## config.mk

```make
export PLATFORM = sky130hd
export DESIGN_NAME = weight_fetch_sched
export DESIGN_NICKNAME = d
export VERILOG_FILES = /design/src/rtl/weight_fetch_sched.sv
export SDC_FILE = /design/constraint.sdc
export NUM_CORES = 1
export LEC_CHECK = 0
export BUFFER_PORTS_ARGS = -buffer_cell sky130_fd_sc_hd__buf_2
export CORE_AREA = 3 3 50 52
export DETAILED_ROUTE_END_ITERATION = 10
export DIE_AREA = 0 0 53 55
export PLACE_DENSITY = 0.76
export SYNTH_ARGS = -nofsm -noshare
export SYNTH_HDL_FRONTEND = slang
export SYNTH_SLANG_ARGS = --single-unit
export TNS_END_PERCENT = 20
```

## constraint.sdc

```tcl
create_clock -name clk -period 2.4 [get_ports clk]
set_input_delay 0.36 -clock clk [delete_from_list [all_inputs] [get_ports clk]]
set_output_delay 0.36 -clock clk [all_outputs]
set_load 0.02 [all_outputs]
```

## src/rtl/weight_fetch_sched.sv

```systemverilog
// weight_fetch_sched: walks one layer's weight blocks phase by phase.
// For every phase it pulses the store's load low (re-init), raises load,
// waits out the settle window, waits for the store's valid, then offers the
// frozen weight block to the conv datapath over a valid/ready handshake.
module weight_fetch_sched #(
  parameter int SETTLE  = 2,   // load-high cycles during which st_valid is stale
  parameter int GAP     = 1,   // load-low cycles before each phase (>= 1)
  parameter int TIMEOUT = 16   // max FETCH cycles from load rise
) (
  input  logic       clk,
  input  logic       rst,
  input  logic       start,
  input  logic [3:0] layer,
  input  logic [2:0] last_phase,
  output logic       busy,
  output logic       done,
  output logic       err,
  output logic       st_load,
  output logic [3:0] st_cs,
  output logic [2:0] st_phase,
  input  logic       st_valid,
  output logic       w_valid,
  input  logic       w_ready,
  output logic [2:0] w_phase
);

  // Layer codes understood by the weight store; anything above AFFINE is invalid.
  localparam logic [3:0] LAYER0       = 4'd0;
  localparam logic [3:0] LAYER1       = 4'd1;
  localparam logic [3:0] LAYER2       = 4'd2;
  localparam logic [3:0] LAYER3       = 4'd3;
  localparam logic [3:0] LAYER_AFFINE = 4'd4;

  // One shared cycle counter serves both the ARM gap and the FETCH timeout.
  localparam int CW = $clog2(((TIMEOUT > GAP) ? TIMEOUT : GAP) + 1);
  localparam logic [CW-1:0] SETTLE_C   = CW'(SETTLE);
  localparam logic [CW-1:0] GAP_LAST   = CW'(GAP - 1);
  localparam logic [CW-1:0] TO_LAST    = CW'(TIMEOUT - 1);
  localparam logic [CW-1:0] CNT_ONE    = CW'(1);

  typedef enum logic [2:0] {
    S_IDLE,
    S_ARM,
    S_FETCH,
    S_HOLD,
    S_NEXT
  } state_e;

  state_e        state_q, state_d;
  logic [2:0]    phase_q, phase_d;
  logic [2:0]    last_q,  last_d;
  logic [3:0]    layer_q, layer_d;
  logic [CW-1:0] cnt_q,   cnt_d;
  logic          err_q,   err_d;
  logic          layer_ok;

  assign layer_ok = (layer == LAYER0) || (layer == LAYER1) || (layer == LAYER2) ||
                    (layer == LAYER3) || (layer == LAYER_AFFINE);

  // State, latched request and counters; reset drops everything to IDLE at once.
  always_ff @(posedge clk or posedge rst) begin
    if (rst) begin
      state_q <= S_IDLE;
      phase_q <= 3'd0;
      last_q  <= 3'd0;
      layer_q <= 4'd0;
      cnt_q   <= '0;
      err_q   <= 1'b0;
    end else begin
      state_q <= state_d;
      phase_q <= phase_d;
      last_q  <= last_d;
      layer_q <= layer_d;
      cnt_q   <= cnt_d;
      err_q   <= err_d;
    end
  end

  // Next-state logic and the state-decoded outputs.
  always_comb begin
    state_d = state_q;
    phase_d = phase_q;
    last_d  = last_q;
    layer_d = layer_q;
    cnt_d   = cnt_q + CNT_ONE;
    err_d   = 1'b0;
    busy    = (state_q != S_IDLE);
    done    = 1'b0;
    st_load = 1'b0;
    w_valid = 1'b0;
    w_phase = 3'd0;

    case (state_q)
      S_IDLE: begin
        cnt_d = '0;
        if (start) begin
          if (layer_ok) begin
            layer_d = layer;
            last_d  = last_phase;
            phase_d = 3'd0;
            state_d = S_ARM;
          end else begin
            err_d = 1'b1;
          end
        end
      end

      // Load held low so the store re-inits before the next phase.
      S_ARM: begin
        if (cnt_q == GAP_LAST) begin
          cnt_d   = '0;
          state_d = S_FETCH;
        end
      end

      // Valid is only trusted after the settle window; it wins over timeout.
      S_FETCH: begin
        st_load = 1'b1;
        if ((cnt_q >= SETTLE_C) && st_valid) begin
          cnt_d   = '0;
          state_d = S_HOLD;
        end else if (cnt_q == TO_LAST) begin
          cnt_d   = '0;
          err_d   = 1'b1;
          state_d = S_IDLE;
        end
      end

      // Load stays high so the store output remains frozen until accepted.
      S_HOLD: begin
        cnt_d   = '0;
        st_load = 1'b1;
        w_valid = 1'b1;
        w_phase = phase_q;
        if (w_ready) begin
          state_d = S_NEXT;
        end
      end

      // Either finish the layer or step to the next phase (no wrap past 7).
      S_NEXT: begin
        cnt_d = '0;
        if (phase_q == last_q) begin
          done    = 1'b1;
          state_d = S_IDLE;
        end else begin
          phase_d = phase_q + 3'd1;
          state_d = S_ARM;
        end
      end

      default: begin
        cnt_d   = '0;
        state_d = S_IDLE;
      end
    endcase
  end

  assign err      = err_q;
  assign st_cs    = layer_q;
  assign st_phase = phase_q;

endmodule

```

==> results.md, run 1 <==
- The required arrival time at the worst endpoint is 2.04 ns.
- The area overhead of the layout relative to synthesis is 13.3%.
- The die is 53 um wide.
- The worst path arrival time is 1.78 ns.
- The register clock-pin slew on the reported worst setup and hold paths is 0.10 ns.
- The slew at the pin closest to its max-slew limit is 0.727 ns.
- The die is 55 um tall.
- After legalization and detailed placement, the total HPWL measured 1730 um.
- The violation count after the first detailed-route iteration is 4.
- Setup violations remaining at the end of the flow were counted as 0.
- The total via count after detailed routing is 847.
- The maximum count of clock buffers along a single path is 2.
- For this configuration, the core starts out at a cell density of 52.9%.
- The number of nets in the synthesized netlist is 121.
- The post-CTS setup repair buffer count is 0.
- Yosys mapped a number of flops with a built-in enable equal to 0.
- The flow ran to the end, and the final reports show no timing, DRC or antenna violations.
- The first global-routing pass estimated 3440 um of wire.
- Derived from the worst setup path, the maximum achievable clock frequency is 0.468 GHz.
- After global routing the overflow that remains totals 0.
- The count of nets left with antenna violations once routing finished came out at 0.
- The proportion of netlist area held by the largest area contributor is 41.8%.
- The kind of start point of the critical path is a flop.
- Summing all multi-input logic gate instances after layout gives 592 sq um.
- The number of I/O port buffers is 26.
- The number of different library cells used by synthesis comes to 44.
- The biggest area contributor in the post-synthesis netlist is sky130_fd_sc_hd__dfrtp_1.
- The largest fanout of any net on the critical path is 13.
- The number of cells produced by synthesis is 103.
- For this run, the slowest stage of the critical path takes 0.64 ns.
- With fillers left out, the area of the finished cells amounts to 1290 sq um.
- The detailed-routing iteration count for the pre-antenna-repair pass is 4.
- In this run the cell area measured after placement is 1260 sq um.
- The summed negative setup slack over all endpoints is 0 ns.
- Counting the fill cells in the layout gives 199.
- The quantity of hold-fixing buffers added after cts is 0.
- After synthesis the netlist holds a flip-flop and latch count of 19.
- The detail-routed via count per cell is 5.39.
- In this run the number of H-tree levels came out at 1.
- The final cycle utilization of the critical path is 89.0%.
- The post-route netlist has 36.4% of its cells at a drive strength greater than 1.
- The root buffer cell is sky130_fd_sc_hd__clkbuf_4.
- The number of clock buffers inserted by TritonCTS is 3.
- The number of global-route vias before repair is 782.
- The die covers 2920 sq um.
- The TritonCTS clock tree is yes.
- The initial antenna violation count is 0.
- The global router's overall resource usage is 16.3%.
- After synthesis, the mean cell area works out to 11.0 sq um.
- Entering global routing, the biggest net connects 20 pins.
- The number of endpoints with negative hold slack in the final report was 0.
- The post-route DRC violation count is 0.
- The floorplan has 17 rows.
- The storage element area is 475 sq um.
- The number of nets in the finished design is 148.
- The most instantiated library cell after synthesis is sky130_fd_sc_hd__dfrtp_1.
- The clock network latency to the later pin of the worst-skew pair is 0.29 ns.
- Summing every instance area after synthesis gives 1140 sq um.
- The count of pins over their slew limit is 0.
- The standard cell with the maximum stage delay on the critical path is sky130_fd_sc_hd__dfrtp_1.
- At the end of routability-driven placement, the weighted congestion stood at 0.805.
- The worst clock skew on the final layout is 0.00308 ns.
- The warning count from the yosys run is 0.
- The region available for standard cell placement spans 2150 sq um.
- In the final routed layout, each cell accounts on average for 13.9 um.
- The highest ir drop seen on vdd is 778 uV.
- Summed over all cells, the static leakage comes to 0.654 nW.
- The final layout contains routed wiring with a total length of 2190 um.
- For this run, asynchronously set or reset flops after synthesis account for 100%.
- Setup repair after global routing left no endpoint under its margin.
- The commonest cells after synthesis are sky130_fd_sc_hd__dfrtp_1 (19), sky130_fd_sc_hd__inv_1 (8), sky130_fd_sc_hd__nor2_1 (8).
- The power density over the cells is 1200 nW/um^2.
- The shortest clock period the worst path allows after layout is 2.14 ns.
- In this run the worst hold path is classified as primary input to async pin.
- The clock sink count is 19.
- The critical path is of the flop to primary output type.
- The max-capacitance violation count is 0.
- By area the synthesized netlist is led by sky130_fd_sc_hd__dfrtp_1 (42%), sky130_fd_sc_hd__mux2_2 (6.9%), sky130_fd_sc_hd__ha_1 (6.6%).
- The critical path goes through inv_1 -> nor2_1 -> and3_1 -> buf_2.
- For this run, the register share of the synthesized area comes to 41.8%.
- For this run, the leading register cell type out of synthesis is sky130_fd_sc_hd__dfrtp_1.
- Post-CTS repair changed the size of 0 cells.
- The number of antenna cells inserted is 0.
- 27 I/O pins were placed.
- The worst pin sits at a relative slew slack of 51.5%.
- The worst setup path is captured at a primary output.
## sequential cells by signal, indices dropped and copies added (netlist names)
| signal | count |
|---|---|
| st_cs | 4 |
| cnt_q | 5 |
| st_phase | 3 |
| state_q | 3 |
| err | 1 |
| last_q | 3 |
## cell usage in the layout, fill, tap and decap left out, drive strengths merged, types with 3 or more instances in the layout
cell type	n
nor4b	3
and3	3
clkbuf	4
buf	26
xor2	5
nor3	3
dfrtp	19
nor2b	3
ha	6
nor2	9
inv	8
mux2	7
## cell families after synthesis
group	synth area share, %
muxes	7.81
and+or+nand+nor	20.1
buffers and inverters	6.16
AOI/OAI and AO/OA	12.9
adders and majority gates	6.60
DFF	41.8
xor gates and xnor gates	4.62
## worst max-delay path, delay by kind of cell (launching register included)
family                 cells  cell delay [ns]
buffers and inverters      2             0.31
flip-flops                 1             0.64
AND/OR/NAND/NOR            2             0.53
## final cells by class
| class | count | area share, % |
|---|---|---|
| clock buffers | 4 | 2.04 |
| inverters | 8 | 2.33 |
| multi-input cells | 72 | 45.9 |
| flip-flops and latches | 19 | 36.9 |
| well taps | 28 | 2.72 |
| repair buffers | 26 | 10.1 |
## per-stage QoR
| step | setup WS [ns] | hold slack [ns] | power [W] | std cells | util, % |
|---|---|---|---|---|---|
| 6_report | 0.265 | 0.173 | 0.00154 | 157 | 60.0 |
| 5_1_grt | 0.150 | 0.204 | 0.00167 | 157 | 60.0 |
| 4_1_cts | 0.267 | 0.190 | 0.00156 | 157 | 60.0 |
| 3_5_place_dp | 0.522 | 0.484 | 0.00140 | 153 | 58.8 |
| 3_3_place_gp | 0.578 | 0.480 | 0.00136 | 153 | 58.8 |
| 2_1_floorplan | 0.625 | 0.311 | 0.00122 | 103 | - |
## metal layers
metal	vias to the layer above	GRT usage, %	part of all wire (%)
li1	415	-	-
met1	410	20.0	43
met2	18	26.4	51
met3	4	3.75	4.1
met4	0	9.36	1.1
met5	-	0	0
## power by group
part / internal [W] / switching [W]
clock network: 0.0000645 / 0.0000919
registers: 0.000435 / 0.000176
logic: 0.000349 / 0.000425
## final timing paths
kind,startpoint,slack [ns],cells after the start,endpoint
min in group clk,last_phase[0],0.30,2,last_q[0]
setup / recovery,state_q[1],0.26,4,w_phase[0]
hold reg to reg,cnt_q[0],0.50,1,cnt_q[0]
setup reg to reg,state_q[1],0.54,3,st_cs[0]
max in group asynchronous,rst,1.77,2,st_cs[3]
hold / removal,rst,0.17,2,st_phase[0]
(Power assumes the default switching activity.)
==> run 2: changes to the inputs <==
--- a/config.mk
+++ b/config.mk
@@ -6,10 +6,10 @@
 export NUM_CORES = 1
 export LEC_CHECK = 0
 export BUFFER_PORTS_ARGS = -buffer_cell sky130_fd_sc_hd__buf_2
-export CORE_AREA = 3 3 50 52
+export CORE_AREA = 3 3 51 53
 export DETAILED_ROUTE_END_ITERATION = 10
-export DIE_AREA = 0 0 53 55
-export PLACE_DENSITY = 0.76
+export DIE_AREA = 0 0 54 56
+export PLACE_DENSITY = 0.74
 export SYNTH_ARGS = -nofsm -noshare
 export SYNTH_HDL_FRONTEND = slang
 export SYNTH_SLANG_ARGS = --single-unit
==> constraint.sdc (replaced) <==
create_clock -name clk -period 2.1 [get_ports clk]
set_input_delay 0.315 -clock clk [delete_from_list [all_inputs] [get_ports clk]]
set_output_delay 0.315 -clock clk [all_outputs]
set_load 0.02 [all_outputs]
==> run 2 against run 1 <==
Against the previous run: die area up 3.7%; critical path type unchanged; clock-buffer cell count is 1 lower; flip-flop and latch count is the same; highest routed layer unchanged; global-route usage decreased by 0.18 points.
==> results.md, run 2 (same netlist as run 1, synthesis figures left out) <==
- The largest fanout of any net on the critical path is 8 (-5).
- The register clock-pin slew on the reported worst setup and hold paths is 0.11 ns (about the same).
- The number of flip-flops under the largest register name is 5 (unchanged).
- The number of nets in the finished design is 151 (+2.0%).
- The maximum number of pins on one net before global-route repair came to 20 (unchanged).
- The leakage power of the design is 0.672 nW (+2.7%).
- The number of antenna cells inserted was 0 (unchanged).
- The quantity of hold-fixing buffers added after cts was 0 (unchanged).
- The register with the highest flop count is cnt_q.
- The max-capacitance violation count was 0 (unchanged).
- The worst path arrival time is 1.67 ns (-0.11 ns).
- The kind of critical path is flop to primary output.
- STA classifies the critical path endpoint as a primary output.
- The first-pass GRT wire length is 3710 um (+7.8%).
- The number of rows in the core area was 17 (unchanged).
- Traced cell by cell, the critical path runs through inv_1 -> nor2_1 -> and3_1 -> buf_2.
- The internal cell power was 0.00100 W (+18%).
- The post-detailed-route wirelength per cell is 13.6 um (-2.7%).
- The clock sink count is 19 (unchanged).
- The initial core utilization was 51.9% (-1.0 points).
- The number of clock buffers inserted by TritonCTS is 3 (unchanged).
- The violation count after the first detailed-route iteration is 19 (+15).
- The initial antenna violation count was 0 (unchanged).
- The number of I/O port buffers came to 26 (unchanged).
- The number of endpoints with negative hold slack in the final report is 0 (unchanged).
- The post-route DRC violation count is 0 (unchanged).
- The library cell used most frequently in the layout, excluding fill and tap cells, is sky130_fd_sc_hd__buf_2.
- The required arrival time at the worst endpoint came to 1.78 ns (-0.26 ns).
- The net switching power figure is 0.000805 W (+16%).
- The detailed-routing iteration count for the pre-antenna-repair pass is 4 (unchanged).
- The library cells used most frequently in the layout, excluding fill and tap cells, are sky130_fd_sc_hd__buf_2 (26), sky130_fd_sc_hd__dfrtp_1 (19), sky130_fd_sc_hd__inv_1 (8), sky130_fd_sc_hd__nor2_1 (8), sky130_fd_sc_hd__mux2_2 (7).
- The achievable frequency is 0.503 GHz.
- The overflow left after global routing is 0 (unchanged).
- The quantity of gates resized following cts is 0 (unchanged).
- The top-level port count is 27 (unchanged).
- The die span in y was 56 um (+1.8%).
- TritonCTS built the clock tree.
- The worst clock skew on the final layout is 0.00159 ns (-0.00149 ns).
- Setup repair after global routing left no endpoint under its margin.
- The maximum count of clock buffers along a single path is 2 (unchanged).
- The run finished with clean final reports.
- The power density over the cells was 1380 nW/um^2 (+15%).
- The placer's final routability congestion estimate is 0.881 (+9.4%).
- The area inside the core boundary was 2190 sq um (+2.0%).
- The clock network latency to the later pin of the worst-skew pair is 0.29 ns (about the same).
- The highest ir drop seen on vdd is 774 uV (-0.50%).
- The total via count after detailed routing is 858 (+1.3%).
- The combinational power share is 55.0% (+4.8 points).
- The slew at the pin closest to its max-slew limit came to 0.726 ns (-0.00126 ns).
- The share of total power in sequential cells is 34.8% (-4.8 points).
- The worst path needs 1.99 ns of the cycle, external delays included.
- The final non-filler cell total is 160 (+1.9%).
- The sum of net half-perimeters after detailed placement was 1670 um (-3.4%).
- The remaining antenna violation count is 0 (unchanged).
- In this run the clock root is driven by a sky130_fd_sc_hd__clkbuf_4.
- The post-CTS setup repair buffer count is 0 (unchanged).
- The width of the chip was 54 um (+1.9%).
- The number of global-route vias before repair is 868 (+11%).
- Relative to the synthesized area, the layout overhead comes to 15.4%.
- The max-slew headroom at the worst pin came to 51.5% (+0.084 points).
- The detail-routed via count per cell was 5.36 (-0.60%).
- The final cycle utilization of the critical path is 94.7%.
- The wire length after detailed routing is 2170 um (-0.87%).
- The placed cell count is 156 (+2.0%).
- The post-route total power is 0.00181 W (+17%).
- The kind of start point of the critical path is a flop.
- The global router's overall resource usage is 16.1% (-0.18 points).
- The part of the power in the clock network is 10.2% (about the same).
- The delay of the slowest cell on the worst path is 0.53 ns (-0.11 ns).
- The standard cell with the maximum stage delay on the critical path is sky130_fd_sc_hd__dfrtp_1.
- The share of total power consumed by net switching came to 44.6% (-0.38 points).
- The number of inserted filler cells in the final layout is 204 (+2.5%).
- The number of levels the H-tree was split into is 1 (unchanged).
- The setup-violating endpoint count in the final report was 0 (unchanged).
- The area of the die is 3020 sq um (+3.7%).
- The count of pins over their slew limit is 0 (unchanged).
- The summed negative setup slack over all endpoints is 0 ns (unchanged).
- The layout cell share with drive strength beyond 1 came to 38.6% (+2.2 points).
- The path class of the tightest hold or removal check is primary input to async pin.
-- run 2: worst paths after layout --
kind	start	to	slack [ns]	cells after the start
min in group clk	last_phase[0]	last_q[0]	0.25	2
hold / removal	rst	st_cs[3]	0.12	2
setup / recovery	state_q[1]	w_phase[1]	0.11	4
max in group asynchronous	rst	last_q[1]	1.53	2
hold reg to reg	cnt_q[0]	cnt_q[0]	0.50	1
setup reg to reg	cnt_q[1]	state_q[1]	0.29	8
-- run 2: final cells by class --
type                       instances  area, sq um  area share, %
sequential                        19          475           36.2
clock buffer                       3         22.5           1.72
tap                               28         35.0           2.67
inverter                           8         30.0           2.29
multi-input combinational         72          592           45.1
clock inverter                     1         5.00          0.381
timing repair buffer              29          153           11.6
-- run 2: critical path: cells and delay by family (launching register included) --
kind,cells,cell delay [ns]
and+or+nand+nor,2,0.56
DFF,1,0.53
buffers and inverters,2,0.28
-- run 2: through the flow --
stage	hold WS (ns)	utilization, %	instance area, sq um	setup slack, ns
4_1_cts	0.142	59.9	1310	0.109
3_5_place_dp	0.474	58.7	1280	0.322
5_1_grt	0.166	59.9	1310	0.0131
3_3_place_gp	0.465	58.7	1280	0.328
2_1_floorplan	0.266	-	1140	0.370
6_report	0.120	59.9	1310	0.111
-- run 2: routing by layer --
| metal | track usage [%] | routed length [um] |
|---|---|---|
| met1 | 19.2 | 941 |
| met2 | 27.7 | 1090 |
| met3 | 3.49 | 109 |
| met4 | 5.69 | 25 |
| met5 | 0 | 0 |
-- run 2: power by group through the flow --
stage / Combinational, W / Sequential (W) / Clock [W]
after floorplan: 0.000724 / 0.000675 / 0
after global placement: 0.000980 / 0.000624 / 0
after detailed placement: 0.000996 / 0.000634 / 0
after CTS: 0.00100 / 0.000628 / 0.000190
after global routing: 0.00109 / 0.000650 / 0.000207
final: 0.000993 / 0.000629 / 0.000185
